File: src/rtl/bram_burst_reader.sv
// Burst reader: fetches up to NUM_MODULE_INPUT words from a pipelined BRAM into packed output lanes.
// Optional feature macro BRAM_READ_STRIDE_EN adds a per-burst address stride input (default step is 1).
module bram_burst_reader #(
  parameter int DATA_WIDTH       = 16,
  parameter int ADDR_WIDTH       = 12,
  parameter int NUM_MODULE_INPUT = 8,
  parameter int READ_LATENCY     = 2
) (
  input  logic                                             clk,
  input  logic                                             reset_n,
  input  logic                                             read_start,
  input  logic [ADDR_WIDTH-1:0]                            base_addr,
  input  logic [$clog2(NUM_MODULE_INPUT+1)-1:0]            read_len,
`ifdef BRAM_READ_STRIDE_EN
  input  logic [ADDR_WIDTH-1:0]                            read_stride,
`endif
  output logic [ADDR_WIDTH-1:0]                            BRAM_address,
  output logic                                             BRAM_enable,
  input  logic [DATA_WIDTH-1:0]                            BRAM_data,
  output logic [NUM_MODULE_INPUT-1:0][DATA_WIDTH-1:0]      module_inputs,
  output logic                                             busy,
  output logic                                             read_done,
  output logic                                             len_error
);

  localparam int LEN_W = $clog2(NUM_MODULE_INPUT + 1);
  localparam logic [LEN_W-1:0] MAX_LEN = LEN_W'(NUM_MODULE_INPUT);

  typedef enum logic [1:0] {
    IDLE  = 2'd0,
    ISSUE = 2'd1,
    DRAIN = 2'd2,
    DONE  = 2'd3
  } state_t;

  state_t                  state;
  logic [LEN_W-1:0]        len;
  logic [LEN_W-1:0]        issue_cnt;
  logic [LEN_W-1:0]        lane_idx;
  logic [READ_LATENCY-1:0] vpipe;
  logic [ADDR_WIDTH-1:0]   step;
  logic                    capture;

`ifndef BRAM_READ_STRIDE_EN
  assign step = ADDR_WIDTH'(1);
`endif

  // The tail of the valid pipe marks the cycle in which BRAM_data belongs to this burst.
  assign capture = vpipe[READ_LATENCY-1];

  // Burst FSM with address issue, read-latency tracking and lane capture.
  always_ff @(posedge clk or negedge reset_n) begin
    if (!reset_n) begin
      state         <= IDLE;
      len           <= '0;
      issue_cnt     <= '0;
      lane_idx      <= '0;
      vpipe         <= '0;
      BRAM_address  <= '0;
      BRAM_enable   <= 1'b0;
      module_inputs <= '0;
      busy          <= 1'b0;
      read_done     <= 1'b0;
      len_error     <= 1'b0;
`ifdef BRAM_READ_STRIDE_EN
      step          <= '0;
`endif
    end else begin
      vpipe[0] <= BRAM_enable;
      for (int i = 1; i < READ_LATENCY; i++) begin
        vpipe[i] <= vpipe[i-1];
      end

      if (capture && (state == ISSUE || state == DRAIN)) begin
        for (int i = 0; i < NUM_MODULE_INPUT; i++) begin
          if (lane_idx == LEN_W'(i)) begin
            module_inputs[i] <= BRAM_data;
          end
        end
        lane_idx <= lane_idx + LEN_W'(1);
      end

      case (state)
        IDLE: begin
          BRAM_enable <= 1'b0;
          if (read_start) begin
            BRAM_address <= base_addr;
            len_error    <= (read_len > MAX_LEN);
            lane_idx     <= '0;
`ifdef BRAM_READ_STRIDE_EN
            step         <= read_stride;
`endif
            if (read_len == '0) begin
              len   <= '0;
              state <= DONE;
            end else begin
              len         <= (read_len > MAX_LEN) ? MAX_LEN : read_len;
              issue_cnt   <= LEN_W'(1);
              BRAM_enable <= 1'b1;
              busy        <= 1'b1;
              state       <= ISSUE;
            end
          end
        end

        ISSUE: begin
          // issue_cnt counts reads already presented to the BRAM.
          if (issue_cnt == len) begin
            BRAM_enable <= 1'b0;
            state       <= DRAIN;
          end else begin
            BRAM_address <= BRAM_address + step;
            issue_cnt    <= issue_cnt + LEN_W'(1);
          end
        end

        DRAIN: begin
          BRAM_enable <= 1'b0;
          if (capture && (lane_idx == len - LEN_W'(1))) begin
            busy      <= 1'b0;
            read_done <= 1'b1;
            state     <= DONE;
          end
        end

        DONE: begin
          BRAM_enable <= 1'b0;
          busy        <= 1'b0;
          // A zero-length burst arrives here with read_done still low; raise it one cycle later.
          if (!read_done) begin
            read_done <= 1'b1;
          end else if (!read_start) begin
            read_done <= 1'b0;
            state     <= IDLE;
          end
        end

        default: begin
          BRAM_enable <= 1'b0;
          busy        <= 1'b0;
          read_done   <= 1'b0;
          state       <= IDLE;
        end
      endcase
    end
  end

endmodule

File: config.mk
export PLATFORM = sky130hd
export DESIGN_NAME = bram_burst_reader
export DESIGN_NICKNAME = d
export VERILOG_FILES = /design/src/rtl/bram_burst_reader.sv
export SDC_FILE = /design/constraint.sdc
export NUM_CORES = 1
export LEC_CHECK = 0
export CAP_MARGIN = 20
export CELL_PAD_IN_SITES_DETAIL_PLACEMENT = 0
export CELL_PAD_IN_SITES_GLOBAL_PLACEMENT = 2
export CORE_MARGIN = 2
export CORE_UTILIZATION = 32
export DETAILED_ROUTE_END_ITERATION = 8
export GPL_TIMING_DRIVEN = 0
export HOLD_SLACK_MARGIN = 0.12
export PLACE_DENSITY_LB_ADDON = 0.08
export SKIP_CTS_REPAIR_TIMING = 1
export SLEW_MARGIN = 25
export SYNTH_ARGS = -nofsm -noshare
export SYNTH_HDL_FRONTEND = slang
export SYNTH_SLANG_ARGS = --single-unit
File: constraint.sdc
create_clock -name clk -period 2.2 [get_ports clk]
set_input_delay 0.44 -clock clk [delete_from_list [all_inputs] [get_ports clk]]
set_output_delay 0.44 -clock clk [all_outputs]
set_load 0.05 [all_outputs]
[After elaboration in Yosys (flattened, before gate mapping)]
Index checks and enable logic that the tools add are counted.
Storage, ports and cells
  flip-flop bits (word level): 160
  bits in latches: 0
  RAM bits: 0
  ROM bits: 0
  output and inout bits: 144
  word-level logic and storage cells: 97
  memories kept: 0
Operators by class
  add/subtract/negate cells: 4
  $mul: 0
  div/mod/pow operators: 0
  magnitude comparators: 1
  equality and inequality tests: 19
  shift-type cells: 0
  mux-type cells: 31
  bitwise gates (word level): 0
  reductions and logical operators: 24
Operator list (number)
  $mux W4: 8
  $mux W12: 2
  $pmux W12 S2: 1
  $reduce_and A2 Y1: 10
  $eq A4 B3 Y1 const B: 4
  $add A12 B1 Y12 const B: 1
  $mux W2: 6
  $ne A2 B2 Y1 const B: 5
  $mux W1: 9
  $add A4 B1 Y4 const B: 2
  $eq A4 B2 Y1 const B: 2
  $eq A4 B4 Y1: 2
  $logic_not A4 Y1: 2
  $pmux W2 S4: 1
  $pmux W4 S2: 1
  $reduce_and A4 Y1: 2
  $pmux W1 S3: 2
  $reduce_and A5 Y1: 1
  $eq A2 B2 Y1 const B: 2
  $eq A4 B1 Y1 const B: 1
  $gt A4 B4 Y1 const B: 1
  $ne A2 B1 Y1 const B: 2
  $reduce_bool A2 Y1: 2
  $sub A4 B1 Y4 const B: 1
  8 further kinds: 9

[Depth between registers and ports, before layout]
Gate-level depths: netlist of the first run.
  word-level depth: 6
  depth in mapped cells: 8
  depth with buffers taken out: 7

[Least setup slack after synthesis of the first run]
OpenSTA, ideal clock, no wires.
  path type: register to register
  from: reg state[0]
  to: reg module_inputs[102] (netlist bit)
  arrival: 1812 ps
  required time: 2075 ps
  slack: 263 ps
  stages on the path, launching flop included: 8
  path buffers: 1
  path through: dfrtp_1 > inv_1 > ha_1 > nand2_1 > nor3b_4 > nand2_2 > buf_6 > mux2_2
Between the ends
  cells in the longest elaborated chain, start to end: 4
  elaborated cells between the ends (all ways): 5
  classes of those cells: eq/ne (2); reduce/logical (3)
RTL lines
  start, declared: RTL line 36  | state_t state;
  start signal, assigned: RTL line 54  | state <= IDLE;
  start signal, assigned: RTL line 95  | state <= DONE;
  start signal, assigned: RTL line 101  | state <= ISSUE;
  $eq A2 B1 Y1 / $eq A2 B2 Y1 (equally long branches): RTL line 74  | if (capture && (state == ISSUE || state == DRAIN)) begin
  $logic_or A1 B1 Y1 (*): RTL line 74
  $logic_and A1 B1 Y1 (*): RTL line 74
  $reduce_and A2 Y1 (no source line) (*)
  end signal, assigned by index: RTL line 77  | module_inputs[i] <= BRAM_data;
  end, declared: RTL line 20  | output logic [NUM_MODULE_INPUT-1:0][DATA_WIDTH-1:0] module_inputs,
Every way passes the cells marked *; elsewhere a longest branch is shown, timed or not.
A chain may end at the register's enable or synchronous reset.

[Worst setup path in the final report of the first run]
  from: reg BRAM_address[9]
  to: out BRAM_address[9]
RTL lines
  start, declared: RTL line 17  | output logic [ADDR_WIDTH-1:0] BRAM_address,
  start signal, assigned: RTL line 87  | BRAM_address <= base_addr;
  start signal, assigned: RTL line 112  | BRAM_address <= BRAM_address + step;
No word-level cell between the ends.

==> impl_metrics.tcl, run 1 <==
set metrics [dict create \
    status "finished, final reports clean" \
    finalMaxSlewViolations 0 \
    insertedDiodeCount 0 \
    vias 4709 \
    min_period_over_period_pct 97.8 \
    cts_made_buffers 17 \
    clkSinkCount 160 \
    gp_congestion 0.806 \
    ant_nets 0 \
    tightest_slew_ps 679 \
    multi_input_area_um2 2640 \
    crit_arrival_ps 1710 \
    register_area_um2 4000 \
    ys_types 49 \
    reg2reg_from "state[1]$_DFFE_PN0P_" \
    relSlewSlack_pct 54.2 \
    fin_area_um2 9660 \
    wl_met2_um 8630 \
    rows 53 \
    placed_area_um2 8890 \
    antenna_found_initial 0 \
    yosys.area.top_type "dfrtp_1" \
    via_per_inst 4.78 \
    grt_max_degree 86 \
    initial_core_util_pct 32.4 \
    synth.most_common_cell "dfrtp_1" \
    seq_area_frac_synth_pct 59.4 \
    rr_worst_depth 8 \
    worstSetupStartpointType "flip-flop" \
    core_area_um2 20800 \
    crit_slowest_cell "clkdlybuf4s50_1" \
    synth_area_leaders "dfrtp_1 59%, mux2_2 21%, ha_1 2.2%, nand2_1 1.2%, o21ai_0 1.1%" \
    drive_gt1_share_pct 28.2 \
    max_freq_ghz 0.465 \
    endpoint_kind "primary output" \
    dp.final_hpwl_um 12600 \
    grt_pass1_vias 4804 \
    drt_wl_total_um 17800 \
    crit_chain "clkdlybuf4s50_1" \
    syn_inst 491 \
    port_buffers 177 \
    hp-start "vpipe[0]$_DFF_PN0_" \
    cts_tree "yes" \
    wire_per_inst_um 18.0 \
    wl_met1_um 8060 \
    finalPower_mw 16.5 \
    drc 0 \
    rrSetupSlack_ps 90 \
    clk_pin_slew_ps 70 \
    whs_path_depth 0 \
    fp.dieW_um 149 \
    syn_area_um2 6740 \
    crit_type "reg -> out" \
    first_iter_violations 137 \
    utilization_pct 46.4 \
    die_h_um 149 \
    synth_async_sr_flop_share_pct 100 \
    grtUsageTotal_pct 16.6 \
    fin_skew_ps 9.08 \
    wl_met3_um 804 \
    grt.overflow.total 0 \
    die-area_um2 22300 \
    ios 179 \
    crit_path_max_fanout 6 \
    fin_crit_ps 2150 \
    synth_common_cells "160 x dfrtp_1, 128 x mux2_2, 21 x nand2_1" \
    postSynthRegisterBits 160 \
    final_nets 744 \
    ys.flop_type "dfrtp_1" \
    htreeDepth 4 \
    syn_nets 538 \
    area_delta_synth_final_pct 43.3 \
    hold_class "reg -> reg" \
    clock-root-buffer "clkbuf_16" \
    fin_ws_ps 48.8 \
    powerDensity_nw_per_um2 1700 \
    top_layer "met4" \
    worstSkewPairLatency_ps 420 \
    fill_cells 1916 \
    r2r_end "module_inputs[75]$_DFFE_PN0P_" \
    min_to "vpipe[1]$_DFF_PN0_" \
    path_buf_inv 1 \
    grt_pass1_wl_um 27900 \
    required_ps 1760 \
    syn_area_per_cell_um2 13.7 \
    max_stage_delay_ps 850 \
    synth_edf_count 0 \
    dr.pass1.iters 4 \
    cts_buffer_depth 2 \
    ys.warnings.count 0 \
    cp_top_family "buffers and inverters" \
    p_leak_nw 4.10 \
    hold_viol 0 \
    cap_violations 0 \
    pre_cts_ws_ps -195 \
    ir_worst_vdd_mv 0.619 \
    yosysTopAreaCellShare_pct 59.4 \
    setup_viol 0 \
]
## per-stage QoR
step                hold WS (ps)  cells  setup TNS [ps]
floorplan                    144    491               0
CTS                        -1.73    976          -11530
detailed placement           343    944           -9290
global route                 379    985           -1010
finish                       356    985               0
global placement             339    943         -956400
## per-layer routing
| layer | track usage, % | up-vias |
|---|---|---|
| met5 | 0 | - |
| met1 | 21.2 | 2378 |
| li1 | - | 2186 |
| met3 | 3.85 | 19 |
| met4 | 5.57 | 0 |
| met2 | 27.8 | 126 |
## area by class of cell
cell class / count / share of cell area, %
well taps: 275 / 3.56
flip-flops and latches: 160 / 41.4
repair buffers: 187 / 19.5
inverters: 12 / 0.466
clock inverters: 14 / 2.03
clock buffers: 18 / 4.44
plain buffers: 16 / 1.24
multi-input cells: 303 / 27.3
## registers in the layout, indices dropped and copies added, names as in the netlist
register / flops
len_error: 1
vpipe: 2
BRAM_address: 12
BRAM_enable: 1
state: 2
lane_idx: 4
issue_cnt: 4
module_inputs: 128
read_done: 1
len: 4
busy: 1
## kinds of logic after synthesis
kind of cell,count (synthesis),synth area share [%]
flip-flops,160,59.4
multiplexers,132,22.0
AND/OR/NAND/NOR,93,7.29
AO/OA/AOI/OAI,55,5.38
buffers and inverters,28,2.13
adder cells (fa/ha/maj),12,2.23
XOR/XNOR,11,1.63
## power breakdown
| group | internal, mW | leakage [nW] | switching (mW) | total [mW] |
|---|---|---|---|---|
| combinational | 3.11 | 1.92 | 5.45 | 8.56 |
| sequential | 4.06 | 1.88 | 0.737 | 4.80 |
| clock | 1.83 | 0.299 | 1.29 | 3.12 |
| total | 9.00 | 4.10 | 7.48 | 16.5 |
## cell usage in the layout, fill, tap and decap left out, types with 7 or more instances in the layout
cell type          n
clkdlybuf4s50_1  171
dfrtp_1          160
mux2_2           128
nand2_1           20
nor2_1            17
clkbuf_16         17
o21ai_0           15
inv_1             12
nand3_1           12
a21oi_1           10
nor3_1            10
ha_1              10
buf_4              9
xnor2_1            7
## worst max path at each step
stage | startpoint | end | slack, ps | cells past startpoint
2_1_floorplan | state[0]$_DFFE_PN0P_ | module_inputs[102]$_DFFE_PN0P_ | 260 | 7
3_3_place_gp | reset_n | BRAM_address[4]$_DFFE_PN0P_ | -5940 | 1
6_report | BRAM_address[9]$_DFFE_PN0P_ | BRAM_address[9] | 50 | 1
3_5_place_dp | read_len[3] | issue_cnt[1]$_DFFE_PN0P_ | -190 | 5
4_1_cts | state[0]$_DFFE_PN0P_ | module_inputs[14]$_DFFE_PN0P_ | -230 | 7
5_1_grt | state[0]$_DFFE_PN0P_ | module_inputs[58]$_DFFE_PN0P_ | -40 | 7
Power figures use the tool's default switching activity.
==> inputs of run 2 (changes only) <==
- CORE_ASPECT_RATIO: default -> 1.1
- CORE_UTILIZATION: 32 -> 33
- CTS_BUF_LIST: default -> sky130_fd_sc_hd__clkbuf_8
==> run 2 against run 1 <==
- die area is 2.9% lower
- first-iteration DRC count rose by 12%
- register-to-register slack worse by 30 ps
- core utilization grew 0.47 points
- clock skew increased by 2.8 ps
- critical path type is now reg -> reg
- fmax up 0.54%
- wire length down 1.8%
- global-route usage decreased by 0.44 points
- sequential power about the same
==> impl_metrics.tcl, run 2 (same netlist as run 1, synthesis figures left out) <==
set metrics [dict create \
    clkSinkCount 160 \
    dp.final_hpwl_um 12200 \
    ios 179 \
    first_iter_violations 154 \
    worstSkewPairLatency_ps 440 \
    hold_class "reg -> reg" \
    largest_register_ffs 128 \
    largest_register "module_inputs" \
    insertedDiodeCount 0 \
    status "finished, final reports clean" \
    cts_buffer_depth 2 \
    crit_type "reg -> reg" \
    initial_core_util_pct 33.8 \
    relSlewSlack_pct 56.7 \
    grt.overflow.total 0 \
    cts_tree "yes" \
    rows 54 \
    ant_nets 0 \
    dp.cells 921 \
    dr.pass1.iters 4 \
    antenna_found_initial 0 \
    r2r_end "module_inputs[61]$_DFFE_PN0P_" \
    mostFrequentLayoutCells "165 x clkdlybuf4s50_1, 160 x dfrtp_1, 128 x mux2_2" \
    whs_path_depth 0 \
    die-area_um2 21600 \
    cap_violations 0 \
    finalNonFillerCells 955 \
    hold_viol 0 \
    ir_worst_vdd_mv 0.843 \
    rr_worst_depth 8 \
    required_ps 2520 \
    reg.largest.list "module_inputs: 128 flops, BRAM_address: 12 flops" \
    core_area_um2 19900 \
    clk_pin_slew_ps 90 \
    port_buffers 177 \
    grt_max_degree 85 \
    final_nets 738 \
    drc 0 \
    area_delta_synth_final_pct 38.6 \
    cts_made_buffers 17 \
    crit_path_max_fanout 10 \
    grtUsageTotal_pct 16.2 \
    die_h_um 154 \
    via_per_inst 4.87 \
    htreeDepth 4 \
    crit_arrival_ps 2460 \
    p_leak_nw 3.98 \
    timing.hold.ws_ps 357 \
    vias 4655 \
    drive_gt1_share_pct 27.6 \
    grt_pass1_wl_um 26900 \
    reg2reg_from "state[0]$_DFFE_PN0P_" \
    grt_pass1_vias 4735 \
    gp_congestion 0.769 \
    max_freq_ghz 0.467 \
    endpoint_kind "flip-flop" \
    wire_per_inst_um 18.3 \
    min_period_over_period_pct 97.3 \
    clock-root-buffer "clkbuf_8" \
    fin_crit_ps 2140 \
    powerDensity_nw_per_um2 1630 \
    tightest_slew_ps 642 \
    fp.dieW_um 140 \
    worstSetupStartpoint "state[0]$_DFFE_PN0P_" \
    finalMaxSlewViolations 0 \
    worstSetupStartpointType "flip-flop" \
    cp-endpoint "module_inputs[61]$_DFFE_PN0P_" \
    setup_viol 0 \
    final_common_cell "clkdlybuf4s50_1" \
    fin_skew_ps 11.9 \
    rrSetupSlack_ps 60 \
    drt_wl_total_um 17400 \
]
==> run 2: critical path, cell delays in order, from the launching register on <==
cell and delay [ps]:
dfrtp_1 400, inv_2 80, ha_4 310, nand2_4 90, nor3_4 390, buf_6 170, nand2_4 120, buf_12 190
mux2_2 270
==> run 2: per-layer routing <==
metal  track usage [%]  wire [µm]
met1              21.0       8090
met3              3.77        733
met4              4.38        133
met2              27.1       8490
met5                 0          0
==> run 2: final cells by class <==
type / instances / area, µm²
Multi-Input combinational cell: 303 / 2640
Buffer: 15 / 118
Clock inverter: 13 / 105
Tap cell: 252 / 315
Inverter: 12 / 45.0
Fill cell: 1801 / 10600
Timing Repair Buffer: 182 / 1870
Sequential cell: 160 / 4000
Clock buffer: 18 / 248
==> run 2: worst min path at each step <==
stage	from	end
4_1_cts	reset_n	module_inputs[102]$_DFFE_PN0P_
3_3_place_gp	vpipe[0]$_DFF_PN0_	vpipe[1]$_DFF_PN0_
2_1_floorplan	reset_n	BRAM_address[0]$_DFFE_PN0P_
6_report	vpipe[0]$_DFF_PN0_	vpipe[1]$_DFF_PN0_
3_5_place_dp	vpipe[0]$_DFF_PN0_	vpipe[1]$_DFF_PN0_
5_1_grt	vpipe[0]$_DFF_PN0_	vpipe[1]$_DFF_PN0_
==> run 2: power breakdown <==
part | leakage (nW) | internal [mW] | total [mW] | switching [mW]
Sequential | 1.88 | 4.05 | 4.81 | 0.755
Combinational | 1.93 | 3.07 | 8.50 | 5.44
Clock | 0.174 | 0.822 | 1.95 | 1.13
Total | 3.98 | 7.94 | 15.3 | 7.32
==> run 2: metrics by stage <==
| stage | power [mW] | cell area (µm²) | setup WS (ps) | utilization (%) | setup TNS (ps) |
|---|---|---|---|---|---|
| 3_3_place_gp | 13.2 | 8830 | -5790 | 44.3 | -931760 |
| 5_1_grt | 16.0 | 9340 | -4.86 | 46.9 | -12.0 |
| 4_1_cts | 15.3 | 9220 | -194 | 46.2 | -11660 |
| 6_report | 15.3 | 9340 | 60.4 | 46.9 | 0 |
| 3_5_place_dp | 13.3 | 8860 | -191 | 44.5 | -9520 |
| 2_1_floorplan | 10.4 | 6740 | 263 | - | 0 |
==> inputs of run 3 (changes only) <==
- CORE_MARGIN: 2 -> 4
==> run 3 against run 2 <==
- clock power is 8% higher
- register-to-register slack is essentially flat
- clock skew is 11 ps higher
- final area increased by 0.66%
- hold slack hardly changed
- power rose by 1.1%
- highest routed layer unchanged
- largest power group unchanged
- die area rose by 5.5%
==> impl_metrics.tcl, run 3 (same netlist as run 1, synthesis figures left out) <==
set metrics [dict create \
    grt_pass1_wl_um 27600 \
    cts_buffer_depth 2 \
    insertedDiodeCount 0 \
    utilization_pct 47.0 \
    antenna_found_initial 0 \
    worstSetupStartpoint "state[1]$_DFFE_PN0P_" \
    cap_violations 0 \
    wire_per_inst_um 18.7 \
    reg2reg_from "state[1]$_DFFE_PN0P_" \
    final_nets 740 \
    crit_arrival_ps 2480 \
    ir_worst_vdd_mv 0.932 \
    required_ps 2540 \
    hp-start "vpipe[0]$_DFF_PN0_" \
    p_leak_nw 4.05 \
    multi_input_area_um2 2660 \
    rows 54 \
    initial_core_util_pct 33.7 \
    grt_max_degree 96 \
    port_buffers 177 \
    rsz0062_at_grt "true" \
    max_freq_ghz 0.466 \
    register_area_um2 4000 \
    gp_congestion 0.753 \
    grt_pass1_vias 4827 \
    worstSkewPairLatency_ps 470 \
    drt_wl_total_um 17900 \
    grtUsageTotal_pct 15.9 \
    status "finished, final reports clean" \
    area_delta_synth_final_pct 39.5 \
    powerDensity_nw_per_um2 1640 \
    clkSinkCount 160 \
    tightest_slew_ps 611 \
    placed_area_um2 8860 \
    fp.dieW_um 144 \
    crit_path_max_fanout 10 \
    grt.overflow.total 0 \
    relSlewSlack_pct 58.8 \
    via_per_inst 4.95 \
    cts_tree "yes" \
    endpoint_kind "flip-flop" \
    setup_viol 0 \
    worstSetupStartpointType "flip-flop" \
    drc 0 \
    dr.pass1.iters 4 \
    first_iter_violations 166 \
    htreeDepth 4 \
    largest_register "module_inputs" \
    clk_pin_slew_ps 100 \
    hold_viol 0 \
    vias 4739 \
    fin_area_um2 9410 \
    finalMaxSlewViolations 0 \
    mostFrequentLayoutCells "165 x clkdlybuf4s50_1, 160 x dfrtp_1, 128 x mux2_2" \
    ant_nets 0 \
    largest_register_ffs 128 \
    min_period_over_period_pct 97.5 \
    crit_type "reg -> reg" \
    core_area_um2 20000 \
    fin_crit_ps 2150 \
    clock-root-buffer "clkbuf_8" \
    ios 179 \
    fill_cells 1844 \
    dp.final_hpwl_um 12500 \
    hold_class "reg -> reg" \
    fin_skew_ps 22.5 \
    final_common_cell "clkdlybuf4s50_1" \
    die_h_um 158 \
    die-area_um2 22800 \
    reg.largest.list "module_inputs: 128 flops, BRAM_address: 12 flops" \
    cts_made_buffers 17 \
    drive_gt1_share_pct 27.8 \
]
==> run 3: cell types whose count changed in the layout (fill, tap and decap cells not counted), sizes merged <==
cell      before  now
inv           17   18
buf           14   16
clkinvlp       3    1
bufinv         0    1
clkinv         5    6
==> run 3: through the flow <==
stage,setup TNS [ps],cells,power [mW],worst slack [ps],hold WS [ps]
after floorplan,0,491,10.4,263,144
after global placement,-944030,920,13.2,-5860,336
after detailed placement,-14500,921,13.3,-253,340
after CTS,-16180,953,15.5,-273,-80.9
after global routing,-157,958,16.3,-60.4,378
final,0,958,15.4,55.0,357
==> run 3: area by class of cell <==
cell class	instances	share of cell area, %
tap	252	3.35
clock buffer	18	2.63
clock inverter	14	1.38
sequential	160	42.6
buffer	16	1.44
inverter	12	0.479
timing repair buffer	183	19.9
multi-input combinational	303	28.2
==> run 3: metal layers <==
metal,vias up,GRT usage (%),wire (µm)
met2,146,25.5,8350
met1,2398,21.4,8360
li1,2177,-,-
met4,0,4.89,277
met5,-,0,0
met3,18,3.75,921
==> run 3: worst paths after layout <==
kind	to	slack [ps]	depth (start not counted)
worst max-delay path	module_inputs[59]$_DFFE_PN0P_	50	9
worst min-delay path	vpipe[1]$_DFF_PN0_	360	0
worst max register to register	module_inputs[59]$_DFFE_PN0P_	50	9
worst min register to register	vpipe[1]$_DFF_PN0_	360	0
max in group asynchronous	module_inputs[83]$_DFFE_PN0P_	810	3
min in group asynchronous	module_inputs[6]$_DFFE_PN0P_	510	2
==> run 3: worst max-delay path: stages (launching register included) <==
cell,delay [ps]
dfrtp_1,390
inv_1,120
ha_4,330
nand2_4,90
nor3_4,200
buf_4,180
buf_4,120
nand2_4,120
buf_8,190
mux2_2,270
==> run 3: where the power goes <==
| group | switching (mW) | internal [mW] | total (mW) |
|---|---|---|---|
| registers | 0.742 | 4.05 | 4.79 |
| clock network | 1.16 | 0.941 | 2.10 |
| logic | 5.45 | 3.08 | 8.53 |
